**src/rtl/rdata_last_tracker_pkg.sv**
```systemverilog
// Shared interconnect definitions used by the read-side rlast tracker and
// the write-side wlast logic.
package rdata_last_tracker_pkg;

    localparam int AXI_LEN_W     = 8;
    localparam int TRACKER_DEPTH = 4;

    typedef logic [AXI_LEN_W-1:0] axi_len_t;

endpackage

```
**src/rtl/rdata_last_tracker_len_fifo.sv**
```systemverilog
// In-order circular queue of burst lengths: one entry per accepted AR,
// the head is the burst currently returning R beats.
module len_fifo #(
    parameter int DEPTH = 4,
    parameter int LEN_W = 8
) (
    input  logic                     ACLK,
    input  logic                     ARESETN,
    input  logic                     push,
    input  logic                     pop,
    input  logic [LEN_W-1:0]         wr_data,
    output logic [LEN_W-1:0]         head,
    output logic                     full,
    output logic                     empty,
    output logic [$clog2(DEPTH):0]   count
);

    localparam int PTR_W = $clog2(DEPTH);

    logic [LEN_W-1:0] mem [DEPTH];
    logic [PTR_W-1:0] wr_ptr;
    logic [PTR_W-1:0] rd_ptr;
    logic             do_push;
    logic             do_pop;

    assign full  = (count == (PTR_W+1)'(DEPTH));
    assign empty = (count == '0);
    assign head  = mem[rd_ptr];

    // A pop in the same cycle frees the head slot, so a push while full is legal then.
    assign do_push = push & (~full | pop);
    assign do_pop  = pop & ~empty;

    // NOTE: sequential state uses non-blocking assignments so every register
    // samples the pre-edge values of the others.
    always_ff @(posedge ACLK or negedge ARESETN) begin
        if (!ARESETN) begin
            wr_ptr <= '0;
            rd_ptr <= '0;
            count  <= '0;
        end else begin
            if (do_push) wr_ptr <= wr_ptr + PTR_W'(1);
            if (do_pop)  rd_ptr <= rd_ptr + PTR_W'(1);
            case ({do_push, do_pop})
                2'b10:   count <= count + (PTR_W+1)'(1);
                2'b01:   count <= count - (PTR_W+1)'(1);
                default: count <= count;
            endcase
        end
    end

    // NOTE: the storage array is not reset; entries are only read once
    // count says they were written, so a reset would only cost flops.
    always_ff @(posedge ACLK) begin
        if (do_push) mem[wr_ptr] <= wr_data;
    end

endmodule

```
**src/rtl/rdata_last_tracker.sv**
```systemverilog
// Tracks outstanding read bursts, counts R beats and generates master RLAST.
// Define RDATA_RLAST_CHECK_EN to compare the slave's RLAST against the count.
module rdata_last_tracker
    import rdata_last_tracker_pkg::*;
#(
    parameter int DEPTH = TRACKER_DEPTH,
    parameter int LEN_W = AXI_LEN_W
) (
    input  logic                     ACLK,
    input  logic                     ARESETN,
    input  logic                     Enable,
    input  logic                     AR_Valid,
    input  logic                     AR_Ready,
    input  logic [LEN_W-1:0]         AR_Len,
    input  logic                     R_Valid,
    input  logic                     R_Ready,
    input  logic                     Slave_RLast,
    output logic                     Sel_M_AXI_rlast,
    output logic                     Burst_Done,
    output logic                     AR_Stall,
    output logic [$clog2(DEPTH):0]   Outstanding,
    output logic                     Len_Err,
    output logic                     Ovf_Err
);

    logic             push;
    logic             beat;
    logic             last_beat;
    logic             rlast_lvl;
    logic             full;
    logic             empty;
    logic             ovf_set;
    logic [LEN_W-1:0] head_len;
    logic [LEN_W-1:0] beat_cnt;

    assign push      = AR_Valid & AR_Ready & Enable;
    assign beat      = R_Valid & R_Ready & Enable;
    assign rlast_lvl = ~empty & (beat_cnt == head_len);
    assign last_beat = beat & rlast_lvl;

    len_fifo #(
        .DEPTH (DEPTH),
        .LEN_W (LEN_W)
    ) u_len_fifo (
        .ACLK    (ACLK),
        .ARESETN (ARESETN),
        .push    (push),
        .pop     (last_beat),
        .wr_data (AR_Len),
        .head    (head_len),
        .full    (full),
        .empty   (empty),
        .count   (Outstanding)
    );

    assign Sel_M_AXI_rlast = rlast_lvl;
    assign AR_Stall        = full;

    always_comb begin
        // NOTE: default first so no path leaves ovf_set unassigned (no latch).
        ovf_set = 1'b0;
        if (push && full && !last_beat) ovf_set = 1'b1;
        if (beat && empty)              ovf_set = 1'b1;
    end

    always_ff @(posedge ACLK or negedge ARESETN) begin
        if (!ARESETN) begin
            beat_cnt   <= '0;
            Burst_Done <= 1'b0;
            Ovf_Err    <= 1'b0;
        end else begin
            Burst_Done <= last_beat;
            if (last_beat)
                beat_cnt <= '0;
            else if (beat && !empty)
                beat_cnt <= beat_cnt + LEN_W'(1);
            if (ovf_set) Ovf_Err <= 1'b1;
        end
    end

`ifdef RDATA_RLAST_CHECK_EN
    logic len_err;

    // Flags both an early slave RLAST and a missing one on the final beat.
    always_ff @(posedge ACLK or negedge ARESETN) begin
        if (!ARESETN)
            len_err <= 1'b0;
        else if (beat && !empty && (Slave_RLast != rlast_lvl))
            len_err <= 1'b1;
    end

    assign Len_Err = len_err;
`else
    logic unused_slave_rlast;

    assign unused_slave_rlast = Slave_RLast;
    assign Len_Err            = 1'b0;
`endif

endmodule
```
**config.mk**
```make
export PLATFORM = sky130hd
export DESIGN_NAME = rdata_last_tracker
export DESIGN_NICKNAME = d
export VERILOG_FILES = /design/src/rtl/rdata_last_tracker_pkg.sv /design/src/rtl/rdata_last_tracker_len_fifo.sv /design/src/rtl/rdata_last_tracker.sv
export SDC_FILE = /design/constraint.sdc
export NUM_CORES = 1
export LEC_CHECK = 0
export CORE_MARGIN = 5
export CORE_UTILIZATION = 45
export CTS_BUF_LIST = sky130_fd_sc_hd__clkbuf_8
export CTS_CLUSTER_SIZE = 12
export DETAILED_ROUTE_END_ITERATION = 10
export HOLD_SLACK_MARGIN = 0.1
export PLACE_DENSITY_LB_ADDON = 0.2
export SLEW_MARGIN = 20
export SYNTH_ARGS = -nofsm -noshare
export SYNTH_HDL_FRONTEND = slang
export SYNTH_HIERARCHICAL = 1
export SYNTH_SLANG_ARGS = --single-unit
```
**constraint.sdc**
```tcl
create_clock -name ACLK -period 4.16 [get_ports ACLK]
set_input_delay 0.416 -clock ACLK [delete_from_list [all_inputs] [get_ports ACLK]]
set_output_delay 0.416 -clock ACLK [all_outputs]
set_load 0.01 [all_outputs]
```
# Word level (Yosys, flattened, before mapping)
# Memories as Yosys holds them, arrays and structs flattened.
# Index checks and enable logic that the tools add are counted.
[word_totals]
register_bits = 17
latch_bits = 0
ram_bits = 32
rom_bits = 0
inputBits = 16
output_inout_bits = 8
elab_cells = 43
mem_count = 1
[memory_table]
columns = ["memory", "depth", "word_bits", "rd", "rd_clocked_by_memory_dff", "write_ports", "line_no", "source"]
rows = [
  ["u_len_fifo.mem", 4, 8, 1, 0, 1, "rdata_last_tracker_len_fifo.sv:20", "logic [LEN_W-1:0] mem [DEPTH];"],
]
[classes]
add_sub_neg = 5
n_mul = 0
div = 0
order_cmp = 0
eq_ne = 4
shift = 0
muxes = 7
bitwise = 11
reduce_logical = 9
[op_table]
columns = ["cell", "count"]
rows = [
  ["8-bit 2-to-1 mux", 2],
  ["8-bit by 1-bit adder with 8-bit output, second input constant", 1],
  ["1-bit AND", 8],
  ["8-bit == test", 1],
  ["3-bit case mux with 2 select lines", 1],
  ["2-bit by 1-bit adder with 2-bit output, second input constant", 2],
  ["1-bit logical AND", 4],
  ["1-bit 2-to-1 mux", 4],
  ["2-bit nonzero test", 2],
  ["3-bit by 1-bit adder with 3-bit output, second input constant", 1],
  ["3-bit == test, second input constant", 1],
  ["3-bit logical NOT", 1],
  ["3-bit by 1-bit subtractor with 3-bit output, second input constant", 1],
  ["2-bit by 1-bit == test with 1-bit output, second input constant", 1],
  ["2-bit == test, second input constant", 1],
  ["1-bit logical NOT", 2],
  ["1-bit NOT", 2],
  ["1-bit OR", 1],
]

# Longest topological paths before layout
[depth]
ltp_word = 8
ltp_mapped = 13
depth_no_buf = 12

# Hierarchy
# Netlist, hierarchy kept.
[by_module_without_submodules]
columns = ["module", "n_inst", "cells_per_inst", "area_per_inst_um2", "seq_area_each_um2"]
rows = [
  ["len_fifo", 1, 80, 1587.8, 1136.1],
  ["rdata_last_tracker", 1, 65, 630.6, 250.2],
]

# Worst setup path after synthesis
# No wires, ideal clock.
[synth_timing]
path_kind = "flip-flop to flip-flop"
startpoint = "register u_len_fifo.rd_ptr[0]"
endpoint = "register u_len_fifo.count[2]"
setup_time_ns = 0.079
t_arrival_ns = 3.051
t_required_ns = 4.081
path_slack_ns = 1.030
stages_incl_launch_ff = 13
n_path_buf = 1
synth_period_minus_slack_ns = 3.130
path_cell_list = "dfrtp_1 > buf_2 > mux4_2 > xnor2_1 > nand3_1 > nor4_2 > o31a_2 > ha_1 > inv_1 > fa_1 > xor2_1 > nor2_1 > xor2_1"
[synth_via]
elab_cells_between_ends = 11
cone_classes = "3 x eq/ne; 1 x mux; 5 x bitwise; 1 x reduce/logical; 1 x memory"
[synth_rtl]
columns = ["item", "line_no", "source"]
rows = [
  ["from (decl)", "rdata_last_tracker_len_fifo.sv:22", "logic [PTR_W-1:0] rd_ptr;"],
  ["from (signal assigned)", "rdata_last_tracker_len_fifo.sv:43", "if (do_pop) rd_ptr <= rd_ptr + PTR_W'(1);"],
  ["memory 4 x 8 bit (*)", "--", ""],
  ["net head_len[6]", "rdata_last_tracker.sv:33", "logic [LEN_W-1:0] head_len;"],
  ["8-bit == test (*)", "rdata_last_tracker.sv:38", "assign rlast_lvl = ~empty & (beat_cnt == head_len);"],
  ["1-bit AND (*)", "rdata_last_tracker.sv:38", ""],
  ["1-bit AND (*)", "rdata_last_tracker.sv:39", "assign last_beat = beat & rlast_lvl;"],
  ["net last_beat", "rdata_last_tracker.sv:28", "logic last_beat;"],
  ["1-bit AND (*)", "rdata_last_tracker_len_fifo.sv:32", "assign do_pop = pop & ~empty;"],
  ["net u_len_fifo.do_pop", "rdata_last_tracker_len_fifo.sv:24", "logic do_pop;"],
  ["2-bit by 1-bit == test with 1-bit output or 2-bit == test (tied branches)", "rdata_last_tracker_len_fifo.sv:44", "case ({do_push, do_pop})"],
  ["3-bit case mux with 2 select lines or 2-bit nonzero test (tied branches)", "--", ""],
  ["to (signal assigned)", "rdata_last_tracker_len_fifo.sv:45", "2'b10: count <= count + (PTR_W+1)'(1);"],
  ["to (signal assigned)", "rdata_last_tracker_len_fifo.sv:46", "2'b01: count <= count - (PTR_W+1)'(1);"],
  ["to (signal assigned)", "rdata_last_tracker_len_fifo.sv:47", "default: count <= count;"],
  ["to (decl)", "rdata_last_tracker_len_fifo.sv:15", "output logic [$clog2(DEPTH):0] count"],
]
# Mark *: on every way through the listed nets, which the timed path passes. The rest lies on a longest branch.
# A chain may end at the register's enable or synchronous reset.

# Final worst setup path
# Same ends and word-level chain as after synthesis.

==> flow_summary.toml <==
[worst_setup_path]
path_common_cell = "xor2_1"
crit_type = "flop to flop"
cp_cell_sequence = "buf_4, mux4_2, xnor2_1, nand3_1, nor4_2, o31a_2, ha_1, inv_1, fa_1, xor2_1, nor2_1, xor2_1"
worst_setup_path_end_kind = "flop"
cp_slowest_cell = "mux4_2"
crit_path_start_kind = "flop"
max_stage_delay_ns = 0.53
cp_max_fo = 6
required_ns = 4.38
arrival_ns = 3.70

[place]
port_buffers = 21
dpl-instance-area_um2 = 2500
gp_congestion = 0.807
pre_cts_slack_ns = 0.640
hpwlAfterDp_mm = 2.65

[global_route]
grt_overflow_total = 0
grt_pass1_vias = 1275
grt_usage = 0.133
grt_pass1_wl_mm = 6.38
grt_max_degree = 18
met3_usage = 0.0448
antenna_found_initial = 0
grt_busiest_layer = "met2"
grtUsageMet1 = 0.168
grtUsageMet2 = 0.218

[route]
drcViolationCount = 0
antenna_left = 0
wl_per_cell_um = 15.2
via_count = 1224
drt-initial-drc-count = 32
drtPass1Iterations = 4
wirelength_mm = 3.63
vias_per_cell = 5.12

[worst_hold_path]
hp-class = "flop to flop"

[sta]
fin_crit_ns = 3.48
skew_ns = 0.00858
period_share = 0.837
tns_ns = 0
worst_slack_ns = 0.680
hold_ws_ns = 0.488
setup_viol = 0
worst_pin_slew_ns = 0.775
maxSlewViolCount = 0
rsz0062_at_grt = "false"
max_freq_mhz = 287
hold_viol = 0
slew_headroom = 0.482

[clock_network]
cts_resized = 0
cts_tree = "built"
numCtsBuffers = 5
clock-root-buffer = "clkbuf_8"
htree_levels = 2
cts_setup_buffers = 0
ctsHoldBuffers = 0
clk_pin_slew_ns = 0.09
clock-sinks = 49
clkLatencyLatePin_ns = 0.30
ctsLongestPathBuffers = 2

[cells_and_area]
stdcell_area_um2 = 2620
diodes = 0
fill_cells = 407
areaGrowthSynthToFinish_pct = 18.2
nNetsFinal = 194
drive_gt1_frac = 0.174

[synth]
synth_area_per_cell_um2 = 15.3
synthCells = 145
yosysWarnings = 6
syn_area_um2 = 2220
syn_nets = 168
synth-seq-cells = 49
synth_seq_area_share = 0.625
netlist-cell-type-count = 36

[power]
power.leakage_nw = 0.951
vdd_ir_drop_max_mv = 0.201
powerDensity_nw_per_um2 = 485

[die]
die-area_um2 = 6430
ios = 24
fp.dieW_um = 80.2
fp.coreArea_um2 = 4750
start_util = 0.467
rows = 25
die_h_um = 80.2

[flow_run]
cap_violations = 0

[run_status]
status = "complete, no violations"
## stage by stage
| step | util | instances | total power [mW] |
|---|---|---|---|
| floorplan | - | 145 | 0.820 |
| global placement | 0.527 | 231 | 0.919 |
| detailed placement | 0.527 | 231 | 0.939 |
| CTS | 0.552 | 239 | 1.29 |
| global route | 0.552 | 239 | 1.36 |
| finish | 0.552 | 239 | 1.27 |
## power breakdown
| group | switching [mW] | internal, mW |
|---|---|---|
| Combinational | 0.131 | 0.145 |
| Sequential | 0.0650 | 0.582 |
| Clock | 0.164 | 0.184 |
| Total | 0.361 | 0.911 |
## placed cells by master (no fill, tap or decap), drive strengths merged, types with 2 or more instances in the layout
cell            n
mux4            8
clkbuf          5
and2            4
ha              6
nand4           3
and3            3
a21oi           2
nand2           4
edfxtp         32
nor2            7
dfrtp          17
inv             9
clkdlybuf4s50  21
nor3            9
nor4            2
xnor2          13
o21ai           3
a41oi           2
nand3           5
xor2            3
## worst max-delay path: cells and delay by family (launching register included)
family                     cells  cell delay (ns)
AOI/OAI and AO/OA              1             0.27
xor gates and xnor gates       3             0.47
adders and majority gates      2             0.55
buffers and inverters          2             0.29
DFF                            1             0.52
muxes                          1             0.53
and+or+nand+nor                3             0.78
## registers in the layout, indices dropped and copies added, names as in the netlist
register	flops
Burst_Done	1
Ovf_Err	1
beat_cnt	8
u_len_fifo/count	3
u_len_fifo/mem	32
u_len_fifo/rd_ptr	2
u_len_fifo/wr_ptr	2
## logic make-up after synthesis
group,after synthesis,synth area share
adder cells (fa/ha/maj),7,0.0429
AND/OR/NAND/NOR,41,0.120
XOR/XNOR,16,0.0632
multiplexers,10,0.0925
AO/OA/AOI/OAI,10,0.0344
flip-flops,49,0.625
other,1,0.00169
buffers and inverters,11,0.0209
## cells in the mapped netlist (all sizes together)
cell	number	area, um^2
o41ai	1	8.76
buf	3	16.3
fa	1	20.0
edfxtp	32	961
mux2	1	15.0
mux2i	1	10.0
xnor2	13	114
nor3	9	50.1
o21a	1	15.0
and4b	1	10.0
nand2b	1	6.26
conb	1	3.75
a21oi	2	10.0
o31a	1	10.0
xor2	3	26.3
nand4	3	25.0
nand4b	1	15.0
dfrtp	17	425
and3	3	20.0
ha	6	75.1
a41oi	2	17.5
nor2	7	26.3
and2	4	30.0
nor4	2	33.8
nand2	4	15.0
o21ai	3	15.0
mux4	8	180
or3b	1	8.76
nand3	5	25.0
inv	8	30.0
## cell type report
type | instances | area, um^2 | area share
flip-flops and latches | 49 | 1390 | 0.529
multi-input cells | 85 | 786 | 0.300
repair buffers | 22 | 218 | 0.0830
well taps | 67 | 83.8 | 0.0320
clock buffers | 5 | 68.8 | 0.0262
clock inverters | 3 | 50.0 | 0.0191
inverters | 8 | 30.0 | 0.0115
## final timing paths
check                                     startpoint  depth (start not counted)  slack (ns)                   to
worst max-delay path            u_len_fifo/rd_ptr[0]                         12        0.68  u_len_fifo/count[2]
worst min-delay path                         Ovf_Err                          2        0.49              Ovf_Err
worst max register to register  u_len_fifo/rd_ptr[0]                         12        0.68  u_len_fifo/count[2]
worst min register to register               Ovf_Err                          2        0.49              Ovf_Err
max in group asynchronous                    ARESETN                          1        3.11          beat_cnt[7]
min in group asynchronous                    ARESETN                          1        0.57  u_len_fifo/count[1]
## routing by layer
| layer | share of wire | up-vias | routed length [um] |
|---|---|---|---|
| met5 | 0 | - | 0 |
| met4 | 0.0080 | 0 | 29 |
| met3 | 0.044 | 4 | 161 |
| met2 | 0.50 | 28 | 1820 |
| met1 | 0.45 | 605 | 1620 |
| li1 | - | 587 | - |
Power figures use the tool's default switching activity.
